## src/rtl/ac_alu_if.sv

```systemverilog
// rtl/ac_alu_if.sv - command/operand/result bundle between control unit, bus mux and ac_alu
interface ac_alu_if;
    logic        start;
    logic [2:0]  alu_op;
    logic [15:0] busin;
    logic [15:0] ac;
    logic        busy;
    logic        done;
    logic        z;

    modport master (
        output start, alu_op, busin,
        input  ac, busy, done, z
    );

    modport slave (
        input  start, alu_op, busin,
        output ac, busy, done, z
    );
endinterface

```

## src/rtl/ac_alu.sv

```systemverilog
// rtl/ac_alu.sv - accumulator with single-cycle ops and 8-cycle shift-add 8x8 multiplier
module ac_alu (
    input  logic      clock,
    input  logic      reset,
    ac_alu_if.slave   bus
);

    typedef enum logic {
        S_IDLE = 1'b0,
        S_MULT = 1'b1
    } state_t;

    localparam logic [2:0] OP_LOAD = 3'd1;
    localparam logic [2:0] OP_ADD  = 3'd2;
    localparam logic [2:0] OP_SUB  = 3'd3;
    localparam logic [2:0] OP_MUL  = 3'd4;
    localparam logic [2:0] OP_INC  = 3'd5;
    localparam logic [2:0] OP_CLR  = 3'd6;

    state_t      state_q, state_d;
    logic [15:0] ac_q, ac_d;
    logic        done_q, done_d;
    logic [15:0] mcand_q, mcand_d;
    logic [7:0]  mplier_q, mplier_d;
    logic [15:0] prod_q, prod_d;
    logic [3:0]  cnt_q, cnt_d;
    logic [15:0] prod_next;

    // Next-state logic: command decode in IDLE, one shift-add step per cycle in MULT
    always_comb begin
        state_d   = state_q;
        ac_d      = ac_q;
        done_d    = 1'b0;
        mcand_d   = mcand_q;
        mplier_d  = mplier_q;
        prod_d    = prod_q;
        cnt_d     = cnt_q;
        prod_next = prod_q + (mplier_q[0] ? mcand_q : 16'h0000);

        case (state_q)
            S_IDLE: begin
                if (bus.start) begin
                    done_d = 1'b1;
                    case (bus.alu_op)
                        OP_LOAD: ac_d = bus.busin;
                        OP_ADD:  ac_d = ac_q + bus.busin;
                        OP_SUB:  ac_d = ac_q - bus.busin;
                        OP_INC:  ac_d = ac_q + 16'd1;
                        OP_CLR:  ac_d = 16'h0000;
                        OP_MUL: begin
                            // Operands are latched so busin may change during the multiply
                            done_d   = 1'b0;
                            state_d  = S_MULT;
                            mcand_d  = {8'h00, bus.busin[7:0]};
                            mplier_d = ac_q[7:0];
                            prod_d   = 16'h0000;
                            cnt_d    = 4'd0;
                        end
                        default: ac_d = ac_q;
                    endcase
                end
            end
            S_MULT: begin
                prod_d   = prod_next;
                mcand_d  = {mcand_q[14:0], 1'b0};
                mplier_d = {1'b0, mplier_q[7:1]};
                cnt_d    = cnt_q + 4'd1;
                // Eighth step: the last partial product goes straight into ac
                if (cnt_q == 4'd7) begin
                    ac_d    = prod_next;
                    state_d = S_IDLE;
                    done_d  = 1'b1;
                end
            end
            default: state_d = S_IDLE;
        endcase
    end

    // State register; reset aborts any multiply in flight without a done pulse
    always_ff @(posedge clock or posedge reset) begin
        if (reset) begin
            state_q  <= S_IDLE;
            ac_q     <= 16'h0000;
            done_q   <= 1'b0;
            mcand_q  <= 16'h0000;
            mplier_q <= 8'h00;
            prod_q   <= 16'h0000;
            cnt_q    <= 4'd0;
        end else begin
            state_q  <= state_d;
            ac_q     <= ac_d;
            done_q   <= done_d;
            mcand_q  <= mcand_d;
            mplier_q <= mplier_d;
            prod_q   <= prod_d;
            cnt_q    <= cnt_d;
        end
    end

    assign bus.ac   = ac_q;
    assign bus.busy = (state_q == S_MULT);
    assign bus.done = done_q;
    assign bus.z    = (ac_q == 16'h0000);

endmodule

```

## src/flat_wrapper.sv

```systemverilog
// flat-port wrapper written by rule: the top's interface ports become plain ports
module ac_alu_flat 
  (clock, reset, bus_start, bus_alu_op, bus_busin, bus_ac, bus_busy, bus_done, bus_z);
  ac_alu_if bus_i ();
  input  logic clock;
  input  logic reset;
  input wire logic [$bits(bus_i.start)-1:0] bus_start;
  input wire logic [$bits(bus_i.alu_op)-1:0] bus_alu_op;
  input wire logic [$bits(bus_i.busin)-1:0] bus_busin;
  output wire logic [$bits(bus_i.ac)-1:0] bus_ac;
  output wire logic [$bits(bus_i.busy)-1:0] bus_busy;
  output wire logic [$bits(bus_i.done)-1:0] bus_done;
  output wire logic [$bits(bus_i.z)-1:0] bus_z;
  assign bus_i.start = bus_start;
  assign bus_i.alu_op = bus_alu_op;
  assign bus_i.busin = bus_busin;
  assign bus_ac = bus_i.ac;
  assign bus_busy = bus_i.busy;
  assign bus_done = bus_i.done;
  assign bus_z = bus_i.z;
  ac_alu u_core (.clock(clock), .reset(reset), .bus(bus_i));
endmodule
```

## config.mk

```make
export PLATFORM = sky130hd
export DESIGN_NAME = ac_alu_flat
export DESIGN_NICKNAME = d
export VERILOG_FILES = /design/src/rtl/ac_alu_if.sv /design/src/rtl/ac_alu.sv /design/src/flat_wrapper.sv
export SDC_FILE = /design/constraint.sdc
export NUM_CORES = 1
export LEC_CHECK = 0
export ABC_AREA = 1
export CORE_MARGIN = 5
export CORE_UTILIZATION = 45
export DETAILED_ROUTE_END_ITERATION = 7
export GPL_TIMING_DRIVEN = 0
export PLACE_DENSITY = 0.69
export SLEW_MARGIN = 5
export SYNTH_ARGS = -nofsm -noshare
export SYNTH_HDL_FRONTEND = slang
export SYNTH_SLANG_ARGS = --single-unit
```

## constraint.sdc

```tcl
create_clock -name clock -period 5.9 [get_ports clock]
set_clock_uncertainty 0.1 [all_clocks]
set_input_delay 1.77 -clock clock [delete_from_list [all_inputs] [get_ports clock]]
set_output_delay 1.77 -clock clock [all_outputs]
set_load 0.05 [all_outputs]
```

# ---- After elaboration in Yosys (flattened, before gate mapping)
# Cells that the tools add are included.
dict set report word_totals {
  regBits 62
  in_bits 22
  output_inout_bits 19
  elab_cells 52
}
dict set report op_classes {
  add_sub_neg 5
  n_eq_ne 11
  n_mux 25
  bitwise 1
  n_reduce_logical 3
}
# operator count
set op_table {}
lappend op_table {{2-to-1 mux 16 bit} 7}
lappend op_table {{case mux 16 bit (2 select lines)} 3}
lappend op_table {{case mux 16 bit (5 select lines)} 1}
lappend op_table {{adder 16 bit} 2}
lappend op_table {{adder 16 x 1 -> 16 bit, second input constant} 1}
lappend op_table {{logical NOT 16 bit} 1}
lappend op_table {{2-to-1 mux 8 bit} 2}
lappend op_table {{case mux 8 bit (2 select lines)} 1}
lappend op_table {{subtractor 16 bit} 1}
lappend op_table {{== test 3 bit, second input constant} 3}
lappend op_table {{2-to-1 mux 4 bit} 2}
lappend op_table {{case mux 4 bit (2 select lines)} 1}
lappend op_table {{== test 3 x 2 -> 1 bit, second input constant} 2}
lappend op_table {{2-to-1 mux 1 bit} 6}
lappend op_table {{!= test 2 bit, second input constant} 3}
lappend op_table {{!= test 6 bit, second input constant} 1}
lappend op_table {{adder 4 x 1 -> 4 bit, second input constant} 1}
lappend op_table {{== test 4 x 3 -> 1 bit, second input constant} 1}
lappend op_table {{case mux 1 bit (2 select lines)} 2}
lappend op_table {{== test 3 x 1 -> 1 bit, second input constant} 1}
lappend op_table {{AND reduction 3 bit} 1}
lappend op_table {{AND reduction 2 bit} 1}
lappend op_table {{NOT 1 bit} 1}

# ---- Depth between registers and ports, before layout
dict set report logic_depth {
  word_depth 4
  depth_mapped 23
  ltp_nobuf 23
}

# ---- Worst setup path before layout
# No wires, ideal clock.
dict set report synth_path {
  kind {input -> register}
  start {input port bus_busin[0]}
  end {register u_core.ac_q[15], in the netlist u_core.bus.ac[15]}
  setup_ns 0.073
  arrival_time_ns 3.960
  required_time_ns 5.727
  path_slack_ns 1.766
  path_stages 20
  cell_sequence {inv_1 -> ha_1 -> inv_1 -> nor2_1 -> nand3_1 -> nor2_1 -> a41oi_2 -> o21ai_0 -> a21oi_1 -> ha_1 -> a21oi_1 -> a21boi_0 -> nand2_1 -> a21oi_1 -> inv_1 -> nand2_1 -> nand3_1 -> nand2_1 -> nand2_1 -> a21oi_2}
}
dict set report synth_via {
  elab_chain_cells 4
  word_cells_on_any_way 5
  classes_between {2 x add/sub; 3 x mux}
}
# item line
set synth_rtl {}
lappend synth_rtl {{from (decl)} flat_wrapper.sv:9} ;# input wire logic [$bits(bus_i.busin)-1:0] bus_busin;
lappend synth_rtl {{subtractor 16 bit or adder 16 bit (tied branches)} {ac_alu.sv:47, ac_alu.sv:46}}
lappend synth_rtl {{case mux 16 bit (5 select lines) *} ac_alu.sv:44} ;# case (bus.alu_op)
lappend synth_rtl {{2-to-1 mux 16 bit *} ac_alu.sv:42} ;# if (bus.start) begin
lappend synth_rtl {{case mux 16 bit (2 select lines) *} ac_alu.sv:40} ;# case (state_q)
lappend synth_rtl {{to (signal assigned)} ac_alu.sv:83} ;# ac_q <= 16'h0000;
lappend synth_rtl {{to (signal assigned)} ac_alu.sv:91} ;# ac_q <= ac_d;
lappend synth_rtl {{to (decl)} ac_alu.sv:21} ;# logic [15:0] ac_q, ac_d;
# Every way passes the cells marked *; elsewhere a longest branch is shown, timed or not. The select of a mux whose other input is x is not followed.
# A chain may end at the register's enable or synchronous reset.

# ---- Worst setup path in the final report
dict set report layout_path {
  start {input port bus_alu_op[1]}
  end {register u_core.ac_q[11], in the netlist u_core.bus.ac[11]}
}
dict set report layout_via {
  elab_chain_cells 4
  word_cells_on_any_way 10
  classes_between {6 x eq/ne; 3 x mux; 1 x reduce/logical}
}
# item line
set layout_rtl {}
lappend layout_rtl {{from (decl)} flat_wrapper.sv:8} ;# input wire logic [$bits(bus_i.alu_op)-1:0] bus_alu_op;
lappend layout_rtl {{== test 3 bit, or another cell as far along} ac_alu.sv:44}
lappend layout_rtl {{case mux 16 bit (5 select lines)} ac_alu.sv:44}
lappend layout_rtl {{2-to-1 mux 16 bit} ac_alu.sv:42}
lappend layout_rtl {{case mux 16 bit (2 select lines)} ac_alu.sv:40}
# Several ways; a longest one is shown, not always the timed one. The select of a mux whose other input is x is not followed.

==> metrics.md <==
| Metric | Value |
|---|---|
| Distinct cells, synth | `42` |
| Clock network power share | `0.125` |
| CP Data Required Time | `6.07 ns` |
| Setup crit start | `bus_alu_op[1]` |
| GPL Wtd Cong | `0.938` |
| Setup violators final | `0` |
| WL/cell | `15.4 um` |
| Core ar. | `10,700 um2` |
| Crit end category | `register` |
| Setup slack after layout | `0.863 ns` |
| Simple-Gate Fraction of Synth Area | `0.295` |
| Hold path start | `u_core.mcand_q[15]` |
| Yosys top cell by area | `dfrtp_1` |
| Worst hold margin | `0.388 ns` |
| Synthesis-to-finish area growth | `15.9%` |
| DRC errors left | `0` |
| Reg-to-Reg Start | `u_core.mplier_q[0]` |
| Rel. slew slack | `0.588` |
| TritonCTS Buffers | `9` |
| Place WS | `0.621 ns` |
| H-tree depth | `3` |
| Least-Margin Pin Slew | `0.617 ns` |
| Arrival @ worst endpoint | `5.21 ns` |
| Remaining antenna violation count | `0` |
| Synth Register Bits | `62` |
| Post-synthesis sequential area ratio | `0.318` |
| R2R Path End | `u_core.bus.ac[14]` |
| Crit path launch type | `primary input` |
| CTS sink count | `62` |
| CTS root buf | `clkbuf_8` |
| Fmax | `0.199 GHz` |
| Layout cells sized above 1 | `0.0577` |
| Outcome | `completed` |
| Ranking of synthesized cells by area | `dfrtp_1 32%, nand2_1 16%, ha_1 8.7%` |
| Switching pwr | `1.44 mW` |
| Largest net degree at the start of global routing | `39` |
| WL final | `14,100 um` |
| Global-route wire length before repair | `23,100 um` |
| Clk buf depth | `2` |
| Post-cts resize count | `0` |
| Initial antenna violation count | `0` |
| Ant diodes | `0` |
| Synth Area in Compound Gates | `0.192` |
| Die W | `114 um` |
| CP max stage delay | `0.56 ns` |
| Final hold violation count | `0` |
| Sequential power share | `0.282` |
| Vias in the first global route | `4,617` |
| Post-synthesis xor/xnor area fraction | `0.00718` |
| Hold EP | `u_core.mcand_q[15]` |
| R2R Setup Slk | `2.75 ns` |
| P_leak | `2.94 nW` |
| Syn Area/Cell | `6.75 um2` |
| Synth async-reset ratio | `1.00` |
| Most used cell along the critical path | `nand2_1` |
| Minimum clock period | `5.04 ns` |
| Top FF cell, synth | `dfrtp_1` |
| Unrepaired setup endpoints after global routing | `no` |
| Max-cap violations | `0` |
| Slowest CP cell | `clkdlybuf4s50_1` |
| P_int | `1.32 mW` |
| Power per cell area | `487 nW/um2` |
| CTS tree | `yes` |
| Commonest cells post-synth | `205 x nand2_1, 92 x inv_1, 70 x nor2_1, 63 x a21oi_1, 62 x dfrtp_1` |
| DRT Pass-1 Iters | `7` |
| Net Sw Frac | `0.522` |
| Post-synth net total | `781` |
| Post-CTS setup buffer count | `0` |
| I/O Buffers | `40` |
| Post-synth EDFFs | `0` |
| Dpl hpwl | `11,200 um` |
| Worst-Skew Late Latency | `0.36 ns` |
| Syn Inst Count | `723` |
| Final period util | `0.854` |
| Post-CTS Hold Buffers | `0` |
| Power share of the combinational group | `0.593` |
| Most common cell in the synthesized netlist | `nand2_1` |
| CP Class | `primary input to register` |
| Setup TNS | `0 ns` |
| All-Layer GR Usage | `0.223` |
| Max VDD drop | `0.000312 V` |
| Initial Utilization | `0.454` |
| Post-synthesis mux area share | `0` |
| Combinational family with the most area after synthesis | `simple AND/OR/NAND/NOR gates` |
| Nets | `833` |
| Worst-case reg-to-reg path depth | `16` |
| Hold depth | `2` |
| HP Class | `register to register` |
| # IOs | `41` |
| Synth top area share | `0.318` |
| Synthesized area | `4880 um2` |
| Die Y | `114 um` |
| Adder-cell share of the synthesized area | `0.0954` |
| Die area | `13,000 um2` |
| Grt ovf | `0` |
| Core Rows | `38` |
| CP cell instances | `clkdlybuf4s50_1 -> nand2_1 -> nor2_2 -> nor2_2 -> buf_4 -> inv_1 -> nand2_1 -> o21ai_0 -> a21oi_1 -> ha_1 -> nand2_1 -> nor2_1 -> nand3_1 -> nand2_1 -> nand2_1 -> o21bai_1 -> o21ai_2 -> o21ai_1 -> nand2_1 -> a21oi_1` |
| CP max FO | `10` |
| Via count | `5,052` |
| Clk pin slew, worst setup/hold paths | `0.07 ns` |
| Fin. max-slew vios | `0` |
| Via density | `5.49` |
| Synth warn | `0` |
| Initial DRC count | `347` |
## cells in the final DEF, fill, tap and decap left out, types with 2 or more instances in the layout
cell type	n
a21oi_1	63
o21ai_0	43
o21ai_2	2
o211ai_1	8
fa_1	2
a21oi_2	2
nor2_2	4
clkdlybuf4s50_1	40
o221ai_1	5
clkbuf_8	9
a21o_1	5
inv_1	91
buf_2	7
nor2_1	70
o21bai_1	2
ha_1	34
o22ai_1	12
nor3_1	7
inv_2	4
nor4_1	4
a31oi_1	9
buf_1	2
clkinvlp_4	2
nand4_1	3
nand2_1	205
clkinv_4	2
or2_2	2
clkbuf_1	7
o21ai_1	5
xor2_1	3
nand3_1	44
nand3b_1	3
dfrtp_1	62
## cell families after synthesis
kind of cell,count (synthesis)
compound gates,161
xor+xnor,4
fa+ha+maj,36
buf+inv,114
flops,62
simple gates,346
## sequential cells by signal, summed over array words and instances (netlist names)
signal / flops
u_core.bus.ac: 16
u_core.prod_q: 16
u_core.cnt_q: 4
u_core.bus.done: 1
u_core.mcand_q: 16
u_core.bus.busy: 1
u_core.mplier_q: 8
## per-layer routing
| layer | part of all wire | routed length, um | up-vias | GRT usage |
|---|---|---|---|---|
| li1 | - | - | 2501 | - |
| met1 | 0.46 | 6530 | 2340 | 0.322 |
| met2 | 0.45 | 6380 | 186 | 0.349 |
| met3 | 0.069 | 980 | 25 | 0.0396 |
| met4 | 0.017 | 238 | 0 | 0.0523 |
| met5 | 0 | 0 | - | 0 |
## worst max-delay path by stage
stage                         to  cells past startpoint
2_1_floorplan  u_core.bus.ac[15]                     20
3_3_place_gp   u_core.bus.ac[11]                     20
3_5_place_dp   u_core.bus.ac[11]                     20
4_1_cts        u_core.bus.ac[11]                     20
5_1_grt        u_core.bus.ac[11]                     20
6_report       u_core.bus.ac[11]                     20
## power by group through the flow
stage                     clock network (mW)  logic (mW)  registers (mW)
final                                  0.344        1.63           0.777
after global routing                   0.372        1.83           0.799
after CTS                              0.351        1.62           0.774
after detailed placement                   0        1.62           0.781
after global placement                     0        1.59           0.774
after floorplan                            0       0.977           0.943
## cell type report
class,instances,area [um2]
Fill cell,1082,5090
Multi-Input combinational cell,547,2880
Sequential cell,62,1550
Timing Repair Buffer,41,420
Inverter,96,363
Tap cell,140,175
Clock buffer,9,124
Buffer,18,87.6
Clock inverter,7,57.6
## worst max-delay path: cells and delay by family
kind                       cells  cell delay, ns
AOI/OAI and AO/OA              6            0.79
buffers and inverters          3            0.90
and+or+nand+nor               10            1.39
adders and majority gates      1            0.36
## through the flow
step | utilization | power (mW) | area (um2) | instances
after floorplan | - | 1.92 | 4880 | 723
after global placement | 0.507 | 2.36 | 5450 | 903
after detailed placement | 0.509 | 2.40 | 5470 | 904
after CTS | 0.526 | 2.75 | 5650 | 920
after global routing | 0.526 | 3.00 | 5650 | 920
final | 0.526 | 2.75 | 5650 | 920
Note: power is estimated with default switching activity, not from simulation.
